[config.mk]
export PLATFORM = sky130hd
export DESIGN_NAME = reg_context_engine
export DESIGN_NICKNAME = d
export VERILOG_FILES = /design/src/rtl/reg_context_engine.sv
export SDC_FILE = /design/constraint.sdc
export NUM_CORES = 1
export LEC_CHECK = 0
export CAP_MARGIN = 5
export CORE_ASPECT_RATIO = 1.75
export CORE_UTILIZATION = 45
export DETAILED_ROUTE_END_ITERATION = 6
export HOLD_SLACK_MARGIN = 0.12
export PLACE_DENSITY = 0.79
export SYNTH_ARGS = -nofsm -noshare
export SYNTH_HDL_FRONTEND = slang
export SYNTH_SLANG_ARGS = --single-unit
[constraint.sdc]
create_clock -name clock -period 4 [get_ports clock]
set_input_delay 0.4 -clock clock [delete_from_list [all_inputs] [get_ports clock]]
set_output_delay 0.4 -clock clock [all_outputs]
set_load 0.05 [all_outputs]
[src/rtl/reg_context_engine.sv]
// Context save/restore engine: spills the 32x8 register file to memory as 16-bit pairs and refills it.
// Optional trailing XOR checksum word and ctx_err flag are enabled by defining REG_CTX_CHECKSUM_EN.
module reg_context_engine #(
  parameter int unsigned NUM_REGS = 32,
  parameter int unsigned ADDR_W   = 16
) (
  input  logic              clock,
  input  logic              nreset,
  input  logic              save_req,
  input  logic              restore_req,
  input  logic [ADDR_W-1:0] base_addr,
  output logic              busy,
  output logic              done,
  output logic              ctx_err,
  output logic [1:0]        rf_rd_en,
  output logic [9:0]        rf_rd_addr,
  input  logic [15:0]       rf_data_out,
  output logic [1:0]        rf_wr_en,
  output logic [9:0]        rf_wr_addr,
  output logic [15:0]       rf_data_in,
  output logic              mem_req,
  output logic              mem_we,
  output logic [ADDR_W-1:0] mem_addr,
  output logic [15:0]       mem_wdata,
  input  logic [15:0]       mem_rdata,
  input  logic              mem_ack
);

  localparam int unsigned P_W   = 5;
  localparam int unsigned PAIRS = NUM_REGS / 2;
  localparam logic [P_W-1:0] LAST_P = P_W'(PAIRS - 1);
`ifdef REG_CTX_CHECKSUM_EN
  localparam logic [P_W-1:0] CK_P = P_W'(PAIRS);
`endif

  typedef enum logic [2:0] {
    IDLE     = 3'd0,
    SAVE_RD  = 3'd1,
    SAVE_MEM = 3'd2,
    RST_MEM  = 3'd3,
    RST_WR   = 3'd4,
    DONE     = 3'd5
  } state_e;

  state_e            state_q, state_d;
  logic [P_W-1:0]    p_q, p_d;
  logic [ADDR_W-1:0] base_q, base_d;
  logic              busy_q, busy_d;
  logic              done_q, done_d;
  logic [1:0]        rf_rd_en_q, rf_rd_en_d;
  logic [9:0]        rf_rd_addr_q, rf_rd_addr_d;
  logic [1:0]        rf_wr_en_q, rf_wr_en_d;
  logic [9:0]        rf_wr_addr_q, rf_wr_addr_d;
  logic [15:0]       rf_data_in_q, rf_data_in_d;
  logic              mem_req_q, mem_req_d;
  logic              mem_we_q, mem_we_d;
  logic [ADDR_W-1:0] mem_addr_q, mem_addr_d;
  logic [15:0]       mem_wdata_q, mem_wdata_d;
  logic [4:0]        even_a;
  logic [9:0]        pair_a;
`ifdef REG_CTX_CHECKSUM_EN
  logic [15:0]       csum_q, csum_d;
  logic              err_q, err_d;
`endif

  // Next state plus registered port values decoded from the state being entered
  always_comb begin
    state_d      = state_q;
    p_d          = p_q;
    base_d       = base_q;
    mem_wdata_d  = mem_wdata_q;
    rf_data_in_d = rf_data_in_q;
`ifdef REG_CTX_CHECKSUM_EN
    csum_d       = csum_q;
    err_d        = err_q;
`endif

    case (state_q)
      IDLE: begin
        if (save_req || restore_req) begin
          state_d = save_req ? SAVE_RD : RST_MEM;
          base_d  = base_addr;
          p_d     = '0;
`ifdef REG_CTX_CHECKSUM_EN
          csum_d  = '0;
          err_d   = 1'b0;
`endif
        end
      end
      SAVE_RD: begin
        mem_wdata_d = rf_data_out;
        state_d     = SAVE_MEM;
      end
      SAVE_MEM: begin
        if (mem_ack) begin
`ifdef REG_CTX_CHECKSUM_EN
          if (p_q == CK_P) begin
            state_d = DONE;
          end else begin
            csum_d = csum_q ^ mem_wdata_q;
            p_d    = p_q + P_W'(1);
            if (p_q == LAST_P) begin
              mem_wdata_d = csum_q ^ mem_wdata_q;
            end else begin
              state_d = SAVE_RD;
            end
          end
`else
          if (p_q == LAST_P) begin
            state_d = DONE;
          end else begin
            p_d     = p_q + P_W'(1);
            state_d = SAVE_RD;
          end
`endif
        end
      end
      RST_MEM: begin
        if (mem_ack) begin
`ifdef REG_CTX_CHECKSUM_EN
          if (p_q == CK_P) begin
            err_d   = (mem_rdata != csum_q);
            state_d = DONE;
          end else begin
            csum_d       = csum_q ^ mem_rdata;
            rf_data_in_d = mem_rdata;
            state_d      = RST_WR;
          end
`else
          rf_data_in_d = mem_rdata;
          state_d      = RST_WR;
`endif
        end
      end
      RST_WR: begin
`ifdef REG_CTX_CHECKSUM_EN
        p_d     = p_q + P_W'(1);
        state_d = RST_MEM;
`else
        if (p_q == LAST_P) begin
          state_d = DONE;
        end else begin
          p_d     = p_q + P_W'(1);
          state_d = RST_MEM;
        end
`endif
      end
      DONE:    state_d = IDLE;
      default: state_d = IDLE;
    endcase

    even_a       = {p_d[3:0], 1'b0};
    pair_a       = {even_a | 5'd1, even_a};
    busy_d       = (state_d != IDLE);
    done_d       = (state_d == DONE);
    rf_rd_en_d   = (state_d == SAVE_RD) ? 2'b11 : 2'b00;
    rf_rd_addr_d = (state_d == SAVE_RD) ? pair_a : 10'd0;
    rf_wr_en_d   = (state_d == RST_WR) ? 2'b11 : 2'b00;
    rf_wr_addr_d = (state_d == RST_WR) ? pair_a : 10'd0;
    mem_req_d    = (state_d == SAVE_MEM) || (state_d == RST_MEM);
    mem_we_d     = (state_d == SAVE_MEM);
    mem_addr_d   = mem_req_d ? (base_d + ADDR_W'(p_d)) : '0;
    if (state_d != SAVE_MEM) mem_wdata_d  = '0;
    if (state_d != RST_WR)   rf_data_in_d = '0;
  end

  always_ff @(posedge clock or negedge nreset) begin
    if (!nreset) begin
      state_q      <= IDLE;
      p_q          <= '0;
      base_q       <= '0;
      busy_q       <= 1'b0;
      done_q       <= 1'b0;
      rf_rd_en_q   <= '0;
      rf_rd_addr_q <= '0;
      rf_wr_en_q   <= '0;
      rf_wr_addr_q <= '0;
      rf_data_in_q <= '0;
      mem_req_q    <= 1'b0;
      mem_we_q     <= 1'b0;
      mem_addr_q   <= '0;
      mem_wdata_q  <= '0;
`ifdef REG_CTX_CHECKSUM_EN
      csum_q       <= '0;
      err_q        <= 1'b0;
`endif
    end else begin
      state_q      <= state_d;
      p_q          <= p_d;
      base_q       <= base_d;
      busy_q       <= busy_d;
      done_q       <= done_d;
      rf_rd_en_q   <= rf_rd_en_d;
      rf_rd_addr_q <= rf_rd_addr_d;
      rf_wr_en_q   <= rf_wr_en_d;
      rf_wr_addr_q <= rf_wr_addr_d;
      rf_data_in_q <= rf_data_in_d;
      mem_req_q    <= mem_req_d;
      mem_we_q     <= mem_we_d;
      mem_addr_q   <= mem_addr_d;
      mem_wdata_q  <= mem_wdata_d;
`ifdef REG_CTX_CHECKSUM_EN
      csum_q       <= csum_d;
      err_q        <= err_d;
`endif
    end
  end

  assign busy       = busy_q;
  assign done       = done_q;
  assign rf_rd_en   = rf_rd_en_q;
  assign rf_rd_addr = rf_rd_addr_q;
  assign rf_wr_en   = rf_wr_en_q;
  assign rf_wr_addr = rf_wr_addr_q;
  assign rf_data_in = rf_data_in_q;
  assign mem_req    = mem_req_q;
  assign mem_we     = mem_we_q;
  assign mem_addr   = mem_addr_q;
  assign mem_wdata  = mem_wdata_q;
`ifdef REG_CTX_CHECKSUM_EN
  assign ctx_err    = err_q;
`else
  assign ctx_err    = 1'b0;
`endif

endmodule

# Word-level counts from Yosys, hierarchy flattened
# Index checks and enable logic that the tools add are counted.
# op_classes
add_sub_neg	2
mul	0
div	0
order_cmp	0
eq_ne	12
shift	0
muxes	23
n_bitwise	0
n_reduce_logical	8
# ops
op	n
$mux 16	8
$mux 10	2
$add 16x5->16	1
$mux 3	5
$mux 5	3
$pmux 3 s5	1
$pmux 5 s3	1
$eq 3x2->1 const B	4
$eq 3x3->1 const B	3
$eq 3x1->1 const B	2
$mux 2	3
$reduce_bool 2->1	3
$add 5x1->5 const B	1
$eq 5x4->1 const B	1
$logic_not 3->1	1
$ne 3x2->1 const B	1
$ne 3x3->1 const B	1
$reduce_bool 3->1	1
$logic_or 1x1->1	2
$reduce_and 2->1	1
# word_totals
regBits	100
latchBits	0
ramBits	0
mem_bits_ro	0
input_bits	53
output_inout_bits	77
wordCells	59
mem_count	0

# Longest topological paths before layout
# depth
word_depth	7
ltp_mapped	14
ltp_nobuf	12

# Worst setup path before layout
# No wires, ideal clock.
# synth_timing
path_kind	flip-flop to flip-flop
start	reg state_q[1]
end	reg mem_addr_q[14] (netlist: mem_addr[14])
setup_ns	0.079
arrival_ns	3.014
required_time_ns	3.921
setup_slack_ns	0.907
path_stages_with_launch	15
path_buffers	4
period_less_slack_ns	3.093
path_cell_list	dfrtp_1 > buf_6 > or2_1 > buf_6 > nor3_4 > buf_6 > buf_12 > mux2_2 > ha_1 > fa_1 > a21oi_1 > o21ai_0 > o21ai_1 > nand2b_1 > mux2i_1
# synth_via
word_cells_on_any_way	16
cone_classes	add/sub (1); eq/ne (6); mux (7); reduce/logical (2)
# synth_lines
item	line	text
start: declaration	45	state_e state_q, state_d;
start signal: assignment	188	state_q <= state_d;
$logic_not 3->1	78	case (state_q)
$mux 16	78	
named net base_d[0]	47	logic [ADDR_W-1:0] base_q, base_d;
$add 16x5->16	162	mem_addr_d = mem_req_d ? (base_d + ADDR_W'(p_d)) : '0;
$mux 16	162	
named net mem_addr_d[14]	57	logic [ADDR_W-1:0] mem_addr_q, mem_addr_d;
end signal: assignment	200	mem_addr_q <= mem_addr_d;
end: declaration	57	
# The timed path passes the listed nets, and every way through them passes these cells.
# A chain may end at the register's enable or synchronous reset.

# Worst setup path in the final report
# layout_timing
start	reg state_q[2]
end	reg mem_addr_q[14] (netlist: mem_addr[14])
# layout_via
word_cells_on_any_way	16
cone_classes	add/sub (1); eq/ne (6); mux (7); reduce/logical (2)
# layout_lines
item	line	text
$eq 3x3->1, or another cell as far along	78	
$pmux 5 s3 *	78	
named net p_d[0]	46	logic [P_W-1:0] p_q, p_d;
$add 16x5->16 *	162	
$mux 16 *	162	
named net mem_addr_d[14]	57	
# Mark *: on every way through the listed nets, which the timed path passes. The rest lies on a longest branch.

==> flow_summary_export.csv <==
group,metric,value,unit
job,max-cap-violations,0,
grt,grt_overflow,0,
worst_setup_path,cp_max_fo,12,
placement,gp_congestion,0.911,
timing,slew_headroom,20.6,%
timing,worst_slew_pin_slew,1180,ps
grt,antenna_found_initial,0,
timing,fmax,289,MHz
power_and_ir_drop,combPwrFrac,48.1,%
timing,hold_viol,0,
routing,drc,0,
grt,grt_max_degree,87,
worst_setup_path,worst_setup_path_start_kind,"flip-flop",
worst_setup_path,end_kind,"flip-flop",
routing,drtPass1Iterations,4,
clock_network,numCtsBuffers,9,
power_and_ir_drop,vdd_drop_max,0.000501,V
routing,drtIter0Drc,197,
clock_network,cts_hold_buf,0,
synth,yosysUniqueCellTypes,49,
power_and_ir_drop,p_int,2.46,mW
timing,setup_viol,0,
layout,final_cells,590,
synth,synth_seq_area_share,56.0,%
floorplan,die_x,71.9,um
layout,drive_gt1_share,8.63,%
synth,yosys.area.top_type,"dfrtp_1",
power_and_ir_drop,p_per_area,779,mW/mm^2
floorplan,rows,44,
grt,grt_pass1_vias,2994,
placement,port_buffers,126,
placement,dp_hpwl,6.21,mm
clock_network,clock_latency,330,ps
worst_setup_path,cpPeakStageDelay,640,ps
power_and_ir_drop,p_clk_share,21.5,%
worst_setup_path,worstPathCellList,"nor3_1, o21ai_0, o211ai_1, mux2i_1, inv_1, ha_1, fa_1, a21oi_1, o21ai_0, o21ai_1, nand2b_1, mux2i_1",
clock_network,cts-root-buf,"clkbuf_16",
timing,layout_min_cycle_time,3460,ps
synth,yosys_warnings,0,
worst_setup_path,cp.arrival,3720,ps
grt,grt_pass1_wl,14.0,mm
power_and_ir_drop,power_leakage,2.37,nW
clock_network,tritoncts,"yes",
placement,place_ws,304,ps
routing,vias_per_cell,5.00,
hold_path,min_path_type,"in -> async",
clock_network,clockBufferDepth,2,
synth,syn_area_per_cell,10.8,um^2
synth,synth_top_area_share,56.0,%
power_and_ir_drop,p_sw_share,41.7,%
timing,worst_slack,537,ps
outcome,outcome,"finished, final reports clean",
timing,rsz0062_at_grt,"false",
power_and_ir_drop,switchingPower,1.76,mW
power_and_ir_drop,seqPwrFrac,30.4,%
placement,dp.cells,574,
layout,syn_to_final_growth,40.6,%
synth,synth_edf_count,0,
timing,timing.final.crit_share,86.6,%
clock_network,cts.repair.resized,0,
clock_network,cts_sinks,86,
clock_network,clk_pin_slew_worst_paths,60,ps
grt,grt_usage,20.2,%
routing,drtAntennaViolNets,0,
floorplan,io-pin-count,130,
worst_setup_path,rrSetupSlack,540,ps
layout,final_util,65.0,%
clock_network,htree_levels,3,
worst_setup_path,crit_type,"reg -> reg",
layout,final_nets,530,
worst_setup_path,worst-endpoint-required,4250,ps
layout,diodes,0,
floorplan,die-area,0.00894,mm^2
timing,finClkSkew,3.90,ps
routing,drt_wl_total,8.47,mm
clock_network,cts_setup_buffers,0,
floorplan,core-area,0.00831,mm^2
synth,synth.most_common_cell,"dfrtp_1",
floorplan,initial_core_util,46.3,%
routing,num_vias,2951,
synth,synthArstFlopShare,100,%
synth,synth_cells,356,
synth,synth_area,0.00385,mm^2
worst_setup_path,slowest_stage,"dfrtp_1",
synth,synth_flop_cell,"dfrtp_1",
synth,synth-seq-cells,86,
routing,wl_per_cell,14.4,um
synth,synth_area_leaders,"dfrtp_1, nand2_1, mux2_2, a21oi_1, and2_1",
floorplan,fp.dieH,124,um
synth,synthTopCellsByCount,"dfrtp_1, nand2_1, a21oi_1, and2_1, nor2_1",
timing,setup_tns,0,ps
timing,slew_violations,0,
==> power groups by stage <==
stage	Clock (mW)	Combinational [mW]	Sequential (mW)
after floorplan	0	1.03	1.75
after global placement	0	1.99	1.29
after detailed placement	0	2.03	1.29
after CTS	0.929	2.05	1.28
after global routing	0.964	2.19	1.31
final	0.906	2.03	1.28
==> worst max-delay path, delay by kind of cell, from the launching register on <==
family          cells  cell delay, ps
compound gates      5            1250
mux                 2             450
simple gates        2             310
fa+ha+maj           2             640
buf+inv             1              90
flops               1             640
==> state kept, by name, summed over array words and instances, names as in the netlist <==
signal	count
busy	1
rf_data_in	16
state_q	3
mem_addr	16
mem_wdata	16
p_q	5
done	1
rf_wr_addr	4
base_q	16
rf_wr_en	1
rf_rd_addr	4
rf_rd_en	1
mem_we	1
mem_req	1
==> cell type report <==
type | instances | area, um^2
multi-input combinational | 228 | 1440
tap | 115 | 144
sequential | 86 | 2150
clock buffer | 13 | 270
clock inverter | 3 | 65.1
fill | 655 | 2910
timing repair buffer | 128 | 1270
inverter | 17 | 63.8
==> routing by layer <==
layer / global-route usage, % / wire, um / vias to the layer above
li1: - / - / 1406
met1: 22.3 / 3260 / 1425
met2: 37.4 / 4740 / 114
met3: 3.80 / 395 / 6
met4: 7.04 / 80 / 0
met5: 0 / 0 / -
==> through the flow <==
| stage | total power [mW] | hold WS, ps | cell area, um^2 |
|---|---|---|---|
| 6_report | 4.21 | 262 | 5410 |
| 5_1_grt | 4.47 | 333 | 5410 |
| 4_1_cts | 4.26 | 304 | 5410 |
| 3_5_place_dp | 3.33 | 489 | 5070 |
| 3_3_place_gp | 3.28 | 484 | 5070 |
| 2_1_floorplan | 2.78 | 104 | 3850 |
==> cell usage in the layout (no fill, tap or decap), drive strengths merged, types with 6 or more instances in the layout <==
master | netlist | final
mux2 | 16 | 16
and2 | 20 | 20
xnor2 | 7 | 7
o21ai | 7 | 7
inv | 17 | 17
mux2i | 7 | 7
nand2 | 48 | 48
clkbuf | 5 | 13
nand3 | 10 | 10
clkdlybuf4s50 | 0 | 125
ha | 6 | 6
a21oi | 31 | 31
nor2 | 20 | 20
dfrtp | 86 | 86
==> path summary, 6_finish.rpt <==
path,start,end,depth (start not counted)
worst max-delay path,state_q[2]$_DFF_PN0_,mem_addr[14]$_DFF_PN0_,12
worst min-delay path,nreset,mem_wdata[8]$_DFFE_PN0P_,1
worst max register to register,state_q[2]$_DFF_PN0_,mem_addr[14]$_DFF_PN0_,12
worst min register to register,base_q[15]$_DFF_PN0_,base_q[15]$_DFF_PN0_,2
max in group asynchronous,nreset,mem_addr[4]$_DFF_PN0_,1
min in group clock,base_q[15]$_DFF_PN0_,base_q[15]$_DFF_PN0_,2
==> cell families (layout without fill, tap and decap cells) <==
| kind of cell | Yosys count | in the layout | synth area share [%] |
|---|---|---|---|
| muxes | 23 | 23 | 6.51 |
| buffers and inverters | 44 | 161 | 6.86 |
| AOI/OAI and AO/OA | 57 | 57 | 8.98 |
| xor gates and xnor gates | 8 | 8 | 1.82 |
| DFF | 86 | 86 | 56.0 |
| and+or+nand+nor | 130 | 130 | 17.3 |
| other | 1 | 3 | 0.0975 |
| adders and majority gates | 7 | 7 | 2.47 |
(Power assumes the default switching activity.)
